==> config.mk <==
export PLATFORM = sky130hd
export DESIGN_NAME = int_sequencer_flat
export DESIGN_NICKNAME = d
export VERILOG_FILES = /design/src/rtl/int_pkg.sv /design/src/rtl/int_sequencer_if.sv /design/src/rtl/int_prio.sv /design/src/rtl/int_sequencer.sv /design/src/flat_wrapper.sv
export SDC_FILE = /design/constraint.sdc
export NUM_CORES = 1
export LEC_CHECK = 0
export ABC_CLOCK_PERIOD_IN_PS = 2880
export CORE_MARGIN = 2
export CORE_UTILIZATION = 46
export DETAILED_ROUTE_END_ITERATION = 10
export PLACE_DENSITY_LB_ADDON = 0.3
export SLEW_MARGIN = 40
export SYNTH_ARGS = -nofsm -noshare
export SYNTH_HDL_FRONTEND = slang
export SYNTH_SLANG_ARGS = --single-unit
==> constraint.sdc <==
create_clock -name clk -period 2.88 [get_ports clk]
set_input_delay 0.576 -clock clk [delete_from_list [all_inputs] [get_ports clk]]
set_output_delay 0.576 -clock clk [all_outputs]
set_load 0.01 [all_outputs]
==> src/rtl/int_pkg.sv <==
// Shared types and constants for the interrupt sequencer.
package int_pkg;

  localparam int unsigned N_SRC  = 6;
  localparam int unsigned LVL_W  = 3;
  localparam int unsigned IDX_W  = 3;
  localparam int unsigned DATA_W = 32;
  localparam int unsigned INS_W  = 16;

  localparam logic [IDX_W-1:0] LAST_IDX = 3'd4;

  // Control word bit positions
  localparam int unsigned CTL_EN_LSB    = 0;
  localparam int unsigned CTL_CLR_LSB   = 8;
  localparam int unsigned CTL_IMCLR_BIT = 14;

  // Injected instruction words
  localparam logic [INS_W-1:0] INT_WORD0 = 16'h981E;
  localparam logic [INS_W-1:0] INT_WORD1 = 16'hD3A0;
  localparam logic [INS_W-1:0] INT_WORD4 = 16'h9818;
  localparam logic [INS_W-1:0] VEC_LO    = 16'h0A00;
  localparam logic [INS_W-1:0] VEC_HI    = 16'h00C3;

  typedef enum logic [1:0] {
    ST_IDLE   = 2'd0,
    ST_WAIT   = 2'd1,
    ST_INJECT = 2'd2,
    ST_DONE   = 2'd3
  } int_state_e;

  // Status word layout as seen on rd_data
  typedef struct packed {
    logic [12:0]      rsvd_hi;
    logic [LVL_W-1:0] level;
    logic             rsvd_mid;
    logic             imask;
    logic [N_SRC-1:0] pending;
    logic [1:0]       rsvd_lo;
    logic [N_SRC-1:0] enable;
  } int_status_t;

  // Instruction word for a given sequence index; word 2 carries the level.
  function automatic logic [INS_W-1:0] int_word(input logic [IDX_W-1:0] idx,
                                                input logic [LVL_W-1:0] level);
    logic [INS_W-1:0] w;
    case (idx)
      3'd0:    w = INT_WORD0;
      3'd1:    w = INT_WORD1;
      3'd2:    w = VEC_LO | (INS_W'(level) << 4);
      3'd3:    w = VEC_HI;
      default: w = INT_WORD4;
    endcase
    return w;
  endfunction

endpackage

==> src/rtl/int_sequencer_if.sv <==
// Bus between the interrupt sequencer and the pipeline/register host.
interface int_sequencer_if;
  import int_pkg::*;

  logic [N_SRC-1:0]  irq;
  logic              atomic;
  logic              flagwr;
  logic [DATA_W-1:0] wr_data;
  logic              statrd;
  logic [DATA_W-1:0] rd_data;
  logic              ins_req;
  logic [INS_W-1:0]  ins;
  logic              ins_ack;
  logic              imask;
  logic              intser;

  modport master (
    output irq, atomic, flagwr, wr_data, statrd, ins_ack,
    input  rd_data, ins_req, ins, imask, intser
  );

  modport slave (
    input  irq, atomic, flagwr, wr_data, statrd, ins_ack,
    output rd_data, ins_req, ins, imask, intser
  );

endinterface

==> src/rtl/int_prio.sv <==
// Priority encoder: highest set request bit wins.
module int_prio
  import int_pkg::*;
(
  input  logic [N_SRC-1:0] req,
  output logic             valid_c,
  output logic [LVL_W-1:0] level_c
);

  // Scan upward so the last (highest) set bit overrides lower ones
  always_comb begin
    valid_c = |req;
    level_c = '0;
    for (int unsigned i = 0; i < N_SRC; i++) begin
      if (req[i]) level_c = LVL_W'(i);
    end
  end

endmodule

==> src/rtl/int_sequencer.sv <==
// Interrupt sequencer: latches irq edges, arbitrates, injects a 5-word sequence.
module int_sequencer
  import int_pkg::*;
#(
  parameter int unsigned JERRY = 0
) (
  input  logic            clk,
  input  logic            reset_n,
  int_sequencer_if.slave  bus
);

  localparam logic [N_SRC-1:0] EN_MASK = (JERRY != 0) ? 6'h3F : 6'h1F;

  int_state_e        state_q, state_d;
  logic [IDX_W-1:0]  idx_q, idx_d;
  logic [LVL_W-1:0]  level_q, level_d;
  logic [N_SRC-1:0]  hist_q, hist_d;
  logic [N_SRC-1:0]  pending_q, pending_d;
  logic [N_SRC-1:0]  enable_q, enable_d;
  logic              imask_q, imask_d;
  logic              ins_req_q, ins_req_d;
  logic [INS_W-1:0]  ins_q, ins_d;
  logic              intser_q, intser_d;
  logic [DATA_W-1:0] rd_data_q, rd_data_d;

  logic [N_SRC-1:0]  irq_c, edge_c, elig_c;
  logic              prio_valid_c;
  logic [LVL_W-1:0]  prio_level_c;
  logic              ack_c;
  int_status_t       status_c;
  logic              unused_wr_c;

  assign irq_c       = bus.irq & EN_MASK;
  assign edge_c      = irq_c & ~hist_q;
  assign elig_c      = pending_q & enable_q;
  assign ack_c       = (state_q == ST_INJECT) && bus.ins_ack;
  assign unused_wr_c = ^{bus.wr_data[31:15], bus.wr_data[7:6]};

  int_prio u_prio (
    .req     (elig_c),
    .valid_c (prio_valid_c),
    .level_c (prio_level_c)
  );

  // State and datapath registers
  always_ff @(posedge clk or negedge reset_n) begin
    if (!reset_n) begin
      state_q   <= ST_IDLE;
      idx_q     <= '0;
      level_q   <= '0;
      hist_q    <= '0;
      pending_q <= '0;
      enable_q  <= '0;
      imask_q   <= 1'b0;
      ins_req_q <= 1'b0;
      ins_q     <= '0;
      intser_q  <= 1'b0;
      rd_data_q <= '0;
    end else begin
      state_q   <= state_d;
      idx_q     <= idx_d;
      level_q   <= level_d;
      hist_q    <= hist_d;
      pending_q <= pending_d;
      enable_q  <= enable_d;
      imask_q   <= imask_d;
      ins_req_q <= ins_req_d;
      ins_q     <= ins_d;
      intser_q  <= intser_d;
      rd_data_q <= rd_data_d;
    end
  end

  // Next state, word index and latched level
  always_comb begin
    state_d = state_q;
    idx_d   = idx_q;
    level_d = level_q;
    case (state_q)
      ST_IDLE: begin
        idx_d = '0;
        if (prio_valid_c && !imask_q) begin
          state_d = ST_WAIT;
          level_d = prio_level_c;
        end
      end
      ST_WAIT: begin
        if (!enable_q[level_q]) begin
          state_d = ST_IDLE;
        end else if (!bus.atomic) begin
          state_d = ST_INJECT;
          idx_d   = '0;
        end
      end
      ST_INJECT: begin
        if (ack_c) begin
          if (idx_q == LAST_IDX) begin
            state_d = ST_DONE;
            idx_d   = '0;
          end else begin
            idx_d = idx_q + 3'd1;
          end
        end
      end
      ST_DONE:  state_d = ST_IDLE;
      default:  state_d = ST_IDLE;
    endcase
  end

  // Control/status registers and registered outputs
  always_comb begin
    hist_d    = irq_c;
    enable_d  = enable_q;
    pending_d = pending_q;
    imask_d   = imask_q;
    if (bus.flagwr) begin
      enable_d  = bus.wr_data[CTL_EN_LSB +: N_SRC] & EN_MASK;
      pending_d = pending_d & ~bus.wr_data[CTL_CLR_LSB +: N_SRC];
      if (bus.wr_data[CTL_IMCLR_BIT] && (state_q != ST_INJECT)) imask_d = 1'b0;
    end
    if (ack_c && (idx_q == '0)) begin
      imask_d            = 1'b1;
      pending_d[level_q] = 1'b0;
    end
    // A fresh edge always beats a clear in the same cycle
    pending_d = pending_d | edge_c;

    ins_req_d = (state_d == ST_INJECT);
    intser_d  = (state_d == ST_INJECT);
    ins_d     = ins_req_d ? int_word(idx_d, level_d) : '0;

    status_c         = '0;
    status_c.enable  = enable_q;
    status_c.pending = pending_q;
    status_c.imask   = imask_q;
    status_c.level   = level_q;
    rd_data_d        = bus.statrd ? DATA_W'(status_c) : '0;
  end

  assign bus.rd_data = rd_data_q;
  assign bus.ins_req = ins_req_q;
  assign bus.ins     = ins_q;
  assign bus.imask   = imask_q;
  assign bus.intser  = intser_q;

endmodule

==> src/flat_wrapper.sv <==
// flat-port wrapper written by rule: the top's interface ports become plain ports
module int_sequencer_flat import int_pkg::*;
#(
  parameter int unsigned JERRY = 0
)
  (clk, reset_n, bus_irq, bus_atomic, bus_flagwr, bus_wr_data, bus_statrd, bus_ins_ack, bus_rd_data, bus_ins_req, bus_ins, bus_imask, bus_intser);
  int_sequencer_if bus_i ();
  input  logic clk;
  input  logic reset_n;
  input wire logic [$bits(bus_i.irq)-1:0] bus_irq;
  input wire logic [$bits(bus_i.atomic)-1:0] bus_atomic;
  input wire logic [$bits(bus_i.flagwr)-1:0] bus_flagwr;
  input wire logic [$bits(bus_i.wr_data)-1:0] bus_wr_data;
  input wire logic [$bits(bus_i.statrd)-1:0] bus_statrd;
  input wire logic [$bits(bus_i.ins_ack)-1:0] bus_ins_ack;
  output wire logic [$bits(bus_i.rd_data)-1:0] bus_rd_data;
  output wire logic [$bits(bus_i.ins_req)-1:0] bus_ins_req;
  output wire logic [$bits(bus_i.ins)-1:0] bus_ins;
  output wire logic [$bits(bus_i.imask)-1:0] bus_imask;
  output wire logic [$bits(bus_i.intser)-1:0] bus_intser;
  assign bus_i.irq = bus_irq;
  assign bus_i.atomic = bus_atomic;
  assign bus_i.flagwr = bus_flagwr;
  assign bus_i.wr_data = bus_wr_data;
  assign bus_i.statrd = bus_statrd;
  assign bus_i.ins_ack = bus_ins_ack;
  assign bus_rd_data = bus_i.rd_data;
  assign bus_ins_req = bus_i.ins_req;
  assign bus_ins = bus_i.ins;
  assign bus_imask = bus_i.imask;
  assign bus_intser = bus_i.intser;
  int_sequencer #(.JERRY(JERRY)) u_core (.clk(clk), .reset_n(reset_n), .bus(bus_i));
endmodule
==> results of run 1 <==
-- flip-flops by register name (all words and copies together), names as in the netlist --
signal and cells:
u_core.level_q 3, u_core.bus.imask 1, u_core.pending_q 6, u_core.enable_q 5, u_core.idx_q 3, u_core.hist_q 5, u_core.bus.rd_data 15, u_core.bus.ins 12
u_core.bus.ins_req 1, u_core.state_q 2
-- path summary, 6_finish.rpt --
check | endpoint | slack, ns | from
max | u_core.bus.ins[1] | 0.75 | bus_ins_ack
min | u_core.hist_q[2] | 0.36 | reset_n
max reg2reg | u_core.bus.ins[6] | 0.84 | u_core.level_q[0]
min reg2reg | u_core.pending_q[2] | 0.42 | u_core.hist_q[2]
max in group asynchronous | u_core.bus.ins[3] | 2.08 | reset_n
min in group clk | u_core.pending_q[2] | 0.42 | u_core.hist_q[2]
-- logic make-up (layout without fill, tap and decap cells) --
| family | count (synthesis) | count (layout) |
|---|---|---|
| mux | 7 | 7 |
| fa+ha+maj | 2 | 2 |
| compound gates | 40 | 40 |
| flops | 53 | 53 |
| other cells | 1 | 19 |
| simple gates | 67 | 67 |
| xor+xnor | 1 | 1 |
| buf+inv | 43 | 79 |
-- cell usage after synthesis (2+ instances only) --
| master | number | area, um^2 |
|---|---|---|
| sky130_fd_sc_hd__nand3_1 | 4 | 20.02 |
| sky130_fd_sc_hd__nor2b_1 | 2 | 12.51 |
| sky130_fd_sc_hd__nor2_1 | 5 | 18.77 |
| sky130_fd_sc_hd__nand2_1 | 17 | 63.81 |
| sky130_fd_sc_hd__and2_1 | 17 | 106.4 |
| sky130_fd_sc_hd__inv_1 | 14 | 52.55 |
| sky130_fd_sc_hd__or2_2 | 2 | 12.51 |
| sky130_fd_sc_hd__ha_1 | 2 | 25.02 |
| sky130_fd_sc_hd__nand3b_1 | 2 | 15.01 |
| sky130_fd_sc_hd__nand2b_1 | 3 | 18.77 |
| sky130_fd_sc_hd__nor3_1 | 4 | 20.02 |
| sky130_fd_sc_hd__mux2i_1 | 2 | 20.02 |
| sky130_fd_sc_hd__a21o_1 | 3 | 22.52 |
| sky130_fd_sc_hd__a21oi_1 | 6 | 30.03 |
| sky130_fd_sc_hd__dfrtp_1 | 53 | 1326 |
| sky130_fd_sc_hd__o21a_1 | 3 | 22.52 |
| sky130_fd_sc_hd__o21ai_0 | 10 | 50.05 |
| sky130_fd_sc_hd__mux2_2 | 5 | 56.30 |
| sky130_fd_sc_hd__nand4_1 | 2 | 12.51 |
| sky130_fd_sc_hd__a211o_1 | 2 | 17.52 |
| sky130_fd_sc_hd__buf_4 | 23 | 172.7 |
| sky130_fd_sc_hd__o211ai_1 | 3 | 22.52 |
-- power by group --
part           internal (mW)  total [mW]  switching (mW)
registers              0.871       0.989           0.118
clock network          0.177       0.425           0.248
logic                  0.340       0.648           0.308
-- metrics by stage --
stage	cell area (um^2)	total power [mW]
detailed placement	2854	1.655
floorplan	2417	1.394
global route	2949	2.198
global placement	2854	1.641
CTS	2949	2.079
finish	2949	2.062
-- layer usage --
metal	wire, um	GRT usage	vias to the layer above
met5	0	0	-
met4	48	0.04094	0
met3	229	0.03704	5
met2	2019	0.2493	47
met1	1917	0.2204	783
li1	-	-	794
-- layout make-up --
class / instances / share of cell area
multi-input combinational: 136 / 0.2826
clock buffer: 5 / 0.02333
sequential: 53 / 0.4497
timing repair buffer: 56 / 0.1867
inverter: 15 / 0.01909
clock inverter: 3 / 0.008910
tap: 70 / 0.02970
-- critical path, stage by stage --
cell	delay [ns]
sky130_fd_sc_hd__clkdlybuf4s50_1	0.59
sky130_fd_sc_hd__nand2_1	0.08
sky130_fd_sc_hd__o221ai_1	0.25
sky130_fd_sc_hd__or3b_1	0.50
sky130_fd_sc_hd__xor2_1	0.19
sky130_fd_sc_hd__and2_1	0.15
==> summary by stage, run 1 <==
Flow run
Across the run, the number of max-cap violations was 0.

STA
The worst path meets setup with 0.7465 ns of slack. The final-report hold violation count was 0. Static timing analysis puts the maximum clock frequency at 468.7 MHz. The number of pins with negative max-slew slack in the final report is 0.

Setup repair after global routing left no endpoint under its margin. Clock skew on the completed layout was measured at 0.009141 ns. The final hold slack is 0.3605 ns. For the finished layout, the period the worst path requires is 2.133 ns.

The headroom to the max-slew limit is 0.5729. Summed over all failing endpoints, the final setup total negative slack is 0 ns. For the pin with the worst max-slew slack, the measured transition is 0.6406 ns. In the finished design, the share of the clock period the worst path needs comes to 0.7408.

Setup violations remaining at the end of the flow were counted as 0.

Synthesis
The synthesized netlist contains 52 unique library cells. Of the total synthesized cell area, the portion taken by full adders, half adders and majority gates is 0.01065. The post-synthesis sequential area ratio is 0.5644.

The dominant register cell in the synthesized netlist is sky130_fd_sc_hd__dfrtp_1. The post-synthesis sequential element count is 53. The number of instances in the synthesized netlist is 214. The post-synthesis average cell area is 10.98 um^2. The dominant combinational cell family by area after synthesis is simple AND/OR/NAND/NOR gates. Of the total synthesized cell area, the portion taken by XOR and XNOR cells is 0.003727.

During synthesis, Yosys emitted a total of 0 warnings. The fraction of synthesized area in multiplexers is 0.03248. The synthesized design contains 0 enable-type register cells. Of the total synthesized cell area, the portion taken by AND, OR, NAND and NOR gates is 0.1624. The summed instance area of the synthesized netlist is 0.002350 mm^2.

The post-synthesis compound-gate area fraction was 0.1150. For this run, asynchronously set or reset flops after synthesis account for 1.000.

Critical path
The worst register-to-register path has a depth of 5. The critical path launch point type is an input port. The worst setup path is captured at a flop. Along the worst path, the maximum fanout reaches 7. The arrival time at the worst endpoint is 2.33 ns. Data on the critical path is required at its endpoint by 3.07 ns. The worst setup path is of the input port to flop kind.

Die
The die boundary width is 75.47 um. The die outline area is 0.005696 mm^2. 95 I/O pins were placed.

The core footprint is 0.005010 mm^2. The die height is 75.47 um. The number of standard-cell rows in the floorplan is 26.

The initial utilization of the core area, before any placement, comes to 0.4690.

Global route
The first global-routing pass estimated 6.782 mm of wire. The number of antenna violations at the first check in global routing is 0. The maximum number of pins on one net before global-route repair is 54. The total overflow reported by the global router is 0. Across every metal layer, demand over resource in global routing totals 0.1575. The via count of the first global-routing pass is 1462.

Clocking
The post-CTS setup buffer count is 0. The hold buffer count at CTS is 0. The clock root buffer master is sky130_fd_sc_hd__clkbuf_8.

The number of sinks handled by clock tree synthesis is 53. The number of resized instances in the post-cts repair step is 0. TritonCTS created 5 clock buffers. No sink is reached through more buffers than the 2 on the longest clock path.

The register clock-pin slew on the reported worst setup and hold paths is 0.10 ns. The count of H-tree levels built during CTS is 2. The clock latency reported for the late side of the worst-skew pair is 0.30 ns. The clock tree from TritonCTS is yes.

Placed design
Routability-driven placement finished with a final weighted congestion of 0.9316. The total instance count after detailed placement is 330. The minimum setup slack after placement is 0.4367 ns. The HPWL after detailed placement is 3.119 mm.

The total of buffers placed on input and output ports is 54.

Finish
The fraction of final layout cells sized beyond drive strength 1 is 0.07836. The post-synthesis to final-layout area growth is 25.51%. The number of nets in the layout is 313. In the layout the commonest cells are sky130_fd_sc_hd__clkdlybuf4s50_1 (53), sky130_fd_sc_hd__dfrtp_1 (53), sky130_fd_sc_hd__conb_1 (19). Measured on the finished design, the core utilization comes to 0.5887. The multi-input combinational cells in the finished layout cover a total of 833.3 um^2. The repair_antennas step left the layout with diodes totalling 0. Excluding fillers, the count of instances in the completed layout stands at 338.

The sequential cell area is 0.001326 mm^2. The number of filler cells placed in the layout is 467.

Drt
For this run, the detailed router's first-pass iteration total came to 4. After detailed routing, the average wire length per cell comes to 12.47 um. The count of nets left with antenna violations once routing finished came out at 0. The sum of routed wire length over all layers is 4.215 mm.

The post-detailed-route via-to-cell ratio is 4.820. Detailed routing inserted a total of 1629 vias. The number of DRC violations after detailed routing is 0. For this block, the initial DRC count from the detailed router was 129.

Power and ir drop
Summed over all cells, the static leakage comes to 1.348 nW. IR analysis of the VDD net gives a maximum drop of 0.2476 mV. Dividing total power by cell area gives a power density of 699.2 mW/mm^2.

Run status
The run finished with clean final reports.

Hold path
The min-delay analysis places its worst path in the category input port to asynchronous set/reset pin.
No activity file was read; power rests on OpenSTA's default activity.
==> run 2: changes to the inputs <==
Settings changed: ABC_CLOCK_PERIOD_IN_PS 2880 to 1900, CORE_UTILIZATION 46 to 39.
Clock period 2.88 ns to 1.9 ns, I/O delays scaled along.
==> run 2 against run 1 <==
  * Utilization down 4.3 points
  * Clock power up 78%
  * Die area up 17%
  * Non-clock buffer count up 25
  * Design area up 9.0%
  * Via count up 4.5%
  * Hold slack worse by 0.31 ns
  * Register-to-register slack worse by 0.79 ns
  * Sequential power up 48%
  * Power up 68%
  * First-iteration DRC count down 31%
  * Critical endpoint unchanged
==> summary by stage, run 2 (synthesis gave the netlist of run 1 again) <==
Run status
The run finished with clean final reports.

STA
The minimum clock period is 1.847 ns. The worst clock skew is 0.007965 ns. The number of pins with negative max-slew slack in the final report is 0.

Setup repair after global routing could not meet its margin everywhere. Dividing the final minimum period by the clock period gives 0.9721. The tightest hold path in the finished design has a slack of 0.05385 ns. Derived from the worst setup path, the maximum achievable clock frequency is 541.4 MHz. Setup violations remaining at the end of the flow were counted as 0.

In the final timing run, aggregate negative setup slack is 0 ns. The final-report hold violation count was 0.

Finish
The multi-input combinational cells in the finished layout cover a total of 873.3 um^2. The number of antenna repair diodes is 0. The number of filler cells placed in the layout is 515. Of the cells placed in the final design, the portion with a size suffix greater than 1 is 0.1843. Leaving out fill and tap cells, the most frequent cells in the layout are sky130_fd_sc_hd__clkdlybuf4s50_1 (53), sky130_fd_sc_hd__dfrtp_1 (51), sky130_fd_sc_hd__buf_4 (26).

The most frequent standard cell in the layout excluding fill and tap cells is sky130_fd_sc_hd__clkdlybuf4s50_1. The final non-filler cell area is 0.003214 mm^2. Relative to the synthesized area, the layout overhead comes to 36.79%. The number of nets in the layout is 338. The sequential cell area is 0.001329 mm^2.

The utilization after layout is 0.5461. The register with the most flip-flops in the layout has 15 of them.

Global route
The total overflow reported by the global router is 0. The via count of the first global-routing pass was 1579. The number of antenna violations at the first check in global routing was 0. Entering global routing, the biggest net connects 54 pins. Across every metal layer, demand over resource in global routing totals 0.1521. The first global-routing pass estimated 7.555 mm of wire.

Power and ir drop
The worst-case IR drop observed on VDD is 0.5965 mV. The share of total power dissipated in combinational logic is 0.362. Of the total power, the share spent switching nets is 0.3093.

The part of the total power dissipated in the clock network is 0.218. Internal power comes to 2.396 mW. For this design the static power due to leakage is 1.496 nW. Of the total power, registers draw 0.420.

The net load switching power is 1.073 mW. The overall power after layout is 3.470 mW. In this run the power density over the cells is 1079 mW/mm^2.

Placed design
The HPWL after detailed placement is 3.549 mm. The placed instance area is 0.003038 mm^2. Port buffering added 54 buffers. The weighted congestion at the end of routability-driven global placement is 0.8111.

Drt
Summed over all layers, the routed wires come to 4.747 mm. The detailed router finished its first iteration with 89 violations. Using the TritonRoute via totals, the vias-per-cell ratio works out to 4.625. Summing over every cut layer, the via total after detailed routing is 1702.

The detail route stage leaves a number of antenna-violating nets equal to 0. The number of DRC violations after detailed routing is 0. Before antenna repair, the detailed router went through 4 iterations.

In the final routed layout, each cell accounts on average for 12.90 um.

Clocking
For the worst-skew pair, the clock arrives at the later sink with an insertion delay of 0.31 ns. The clock root buffer master is sky130_fd_sc_hd__clkbuf_8. TritonCTS built the clock tree. The TritonCTS buffer count is 5. After clock tree synthesis, the clock-pin slew on the worst setup and hold paths is 0.10 ns. For this design, the sink count on the clock tree is 53. The H-tree was split into 2 levels. The longest clock path from root to sink contains 2 buffers. Hold repair after CTS inserted 0 buffers.

Critical path
The path type of the worst setup path is flop to flop. The kind of cell with the highest combined delay along the critical path is simple AND/OR/NAND/NOR gates. The critical path buffer and inverter count is 1. In this run the worst path has a maximum fanout of 5. The flop-to-flop setup slack is 0.05 ns. The critical path's largest stage delay is 0.47 ns. STA puts the critical path data required time at 2.11 ns.

STA classifies the critical path endpoint as a flop. The signal on the critical path passes through inv_2 > ha_1 > nand2_1 > o221ai_2 > or3b_4 > xor2_2 > and2_1. The worst register-to-register path begins at u_core.idx_q[0]. The critical path launch point type is a flop. The end of the worst register-to-register path is u_core.bus.ins[1]. STA puts the critical path data arrival time at 2.05 ns.

Counting cells, the worst reg-to-reg path comes to 7. The slowest cell on the critical path is sky130_fd_sc_hd__or3b_4.

Die
The initial core utilization is 0.3992. After floorplanning, the core was divided into 28 placement rows. The die covers 0.006662 mm^2. The die height is 81.62 um. The total area inside the core boundary comes to 0.005886 mm^2. The floorplan step set the die width to 81.62 um.

Pin placement for this block handled 95 I/O pins.

Flow run
The max capacitance violation total is 0.

Hold path
The type of the worst min-delay path is input port to asynchronous set/reset pin.
## run 2: cell types whose count changed in the layout (fill, tap and decap cells not counted), sizes merged
cell	before	now
buf	3	28
clkinvlp	2	0
bufinv	0	1
clkbuf	5	6
clkinv	0	1
inv	16	15
## run 2: worst max-delay path by stage
stage | from | endpoint | slack [ns] | cells after the start
5_1_grt | u_core.idx_q[1] | u_core.bus.ins[9] | -0.03 | 7
4_1_cts | u_core.idx_q[0] | u_core.bus.ins[1] | 0.02 | 7
3_5_place_dp | bus_atomic | u_core.bus.ins[4] | -0.23 | 6
3_3_place_gp | bus_atomic | u_core.bus.ins[4] | -0.22 | 6
6_report | u_core.idx_q[0] | u_core.bus.ins[1] | 0.05 | 7
2_1_floorplan | u_core.idx_q[0] | u_core.bus.ins[1] | 0.12 | 8
## run 2: final cells by class
type / count / share of cell area
flip-flops and latches: 53 / 0.4134
multi-input cells: 136 / 0.2717
repair buffers: 81 / 0.2336
well taps: 75 / 0.02919
clock buffers: 6 / 0.02258
inverters: 15 / 0.01752
clock inverters: 2 / 0.01207
## run 2: timing repair
item,CTS,global route
resized for setup,1,11
endpoints found under the hold margin,0,0
endpoints found under the setup margin,2,8
buffers inserted,0,3
pin swaps,0,3
## run 2: metal layers
metal / global-route usage / part of all wire
met5: 0 / 0
met4: 0.06000 / 0.017
met3: 0.03626 / 0.051
met2: 0.2475 / 0.48
met1: 0.1966 / 0.45
## run 2: power groups by stage
stage,Sequential (mW),Clock [mW],Combinational [mW]
3_5_place_dp,1.48,0,1.19
4_1_cts,1.46,0.778,1.19
2_1_floorplan,1.50,0,0.613
6_report,1.46,0.757,1.25
5_1_grt,1.49,0.818,1.39
3_3_place_gp,1.48,0,1.18
## run 2: through the flow
step | setup slack [ns] | instances
floorplan | 0.1218 | 232
global placement | -0.2246 | 357
detailed placement | -0.2277 | 357
CTS | 0.02404 | 365
global route | -0.02592 | 368
finish | 0.05301 | 368
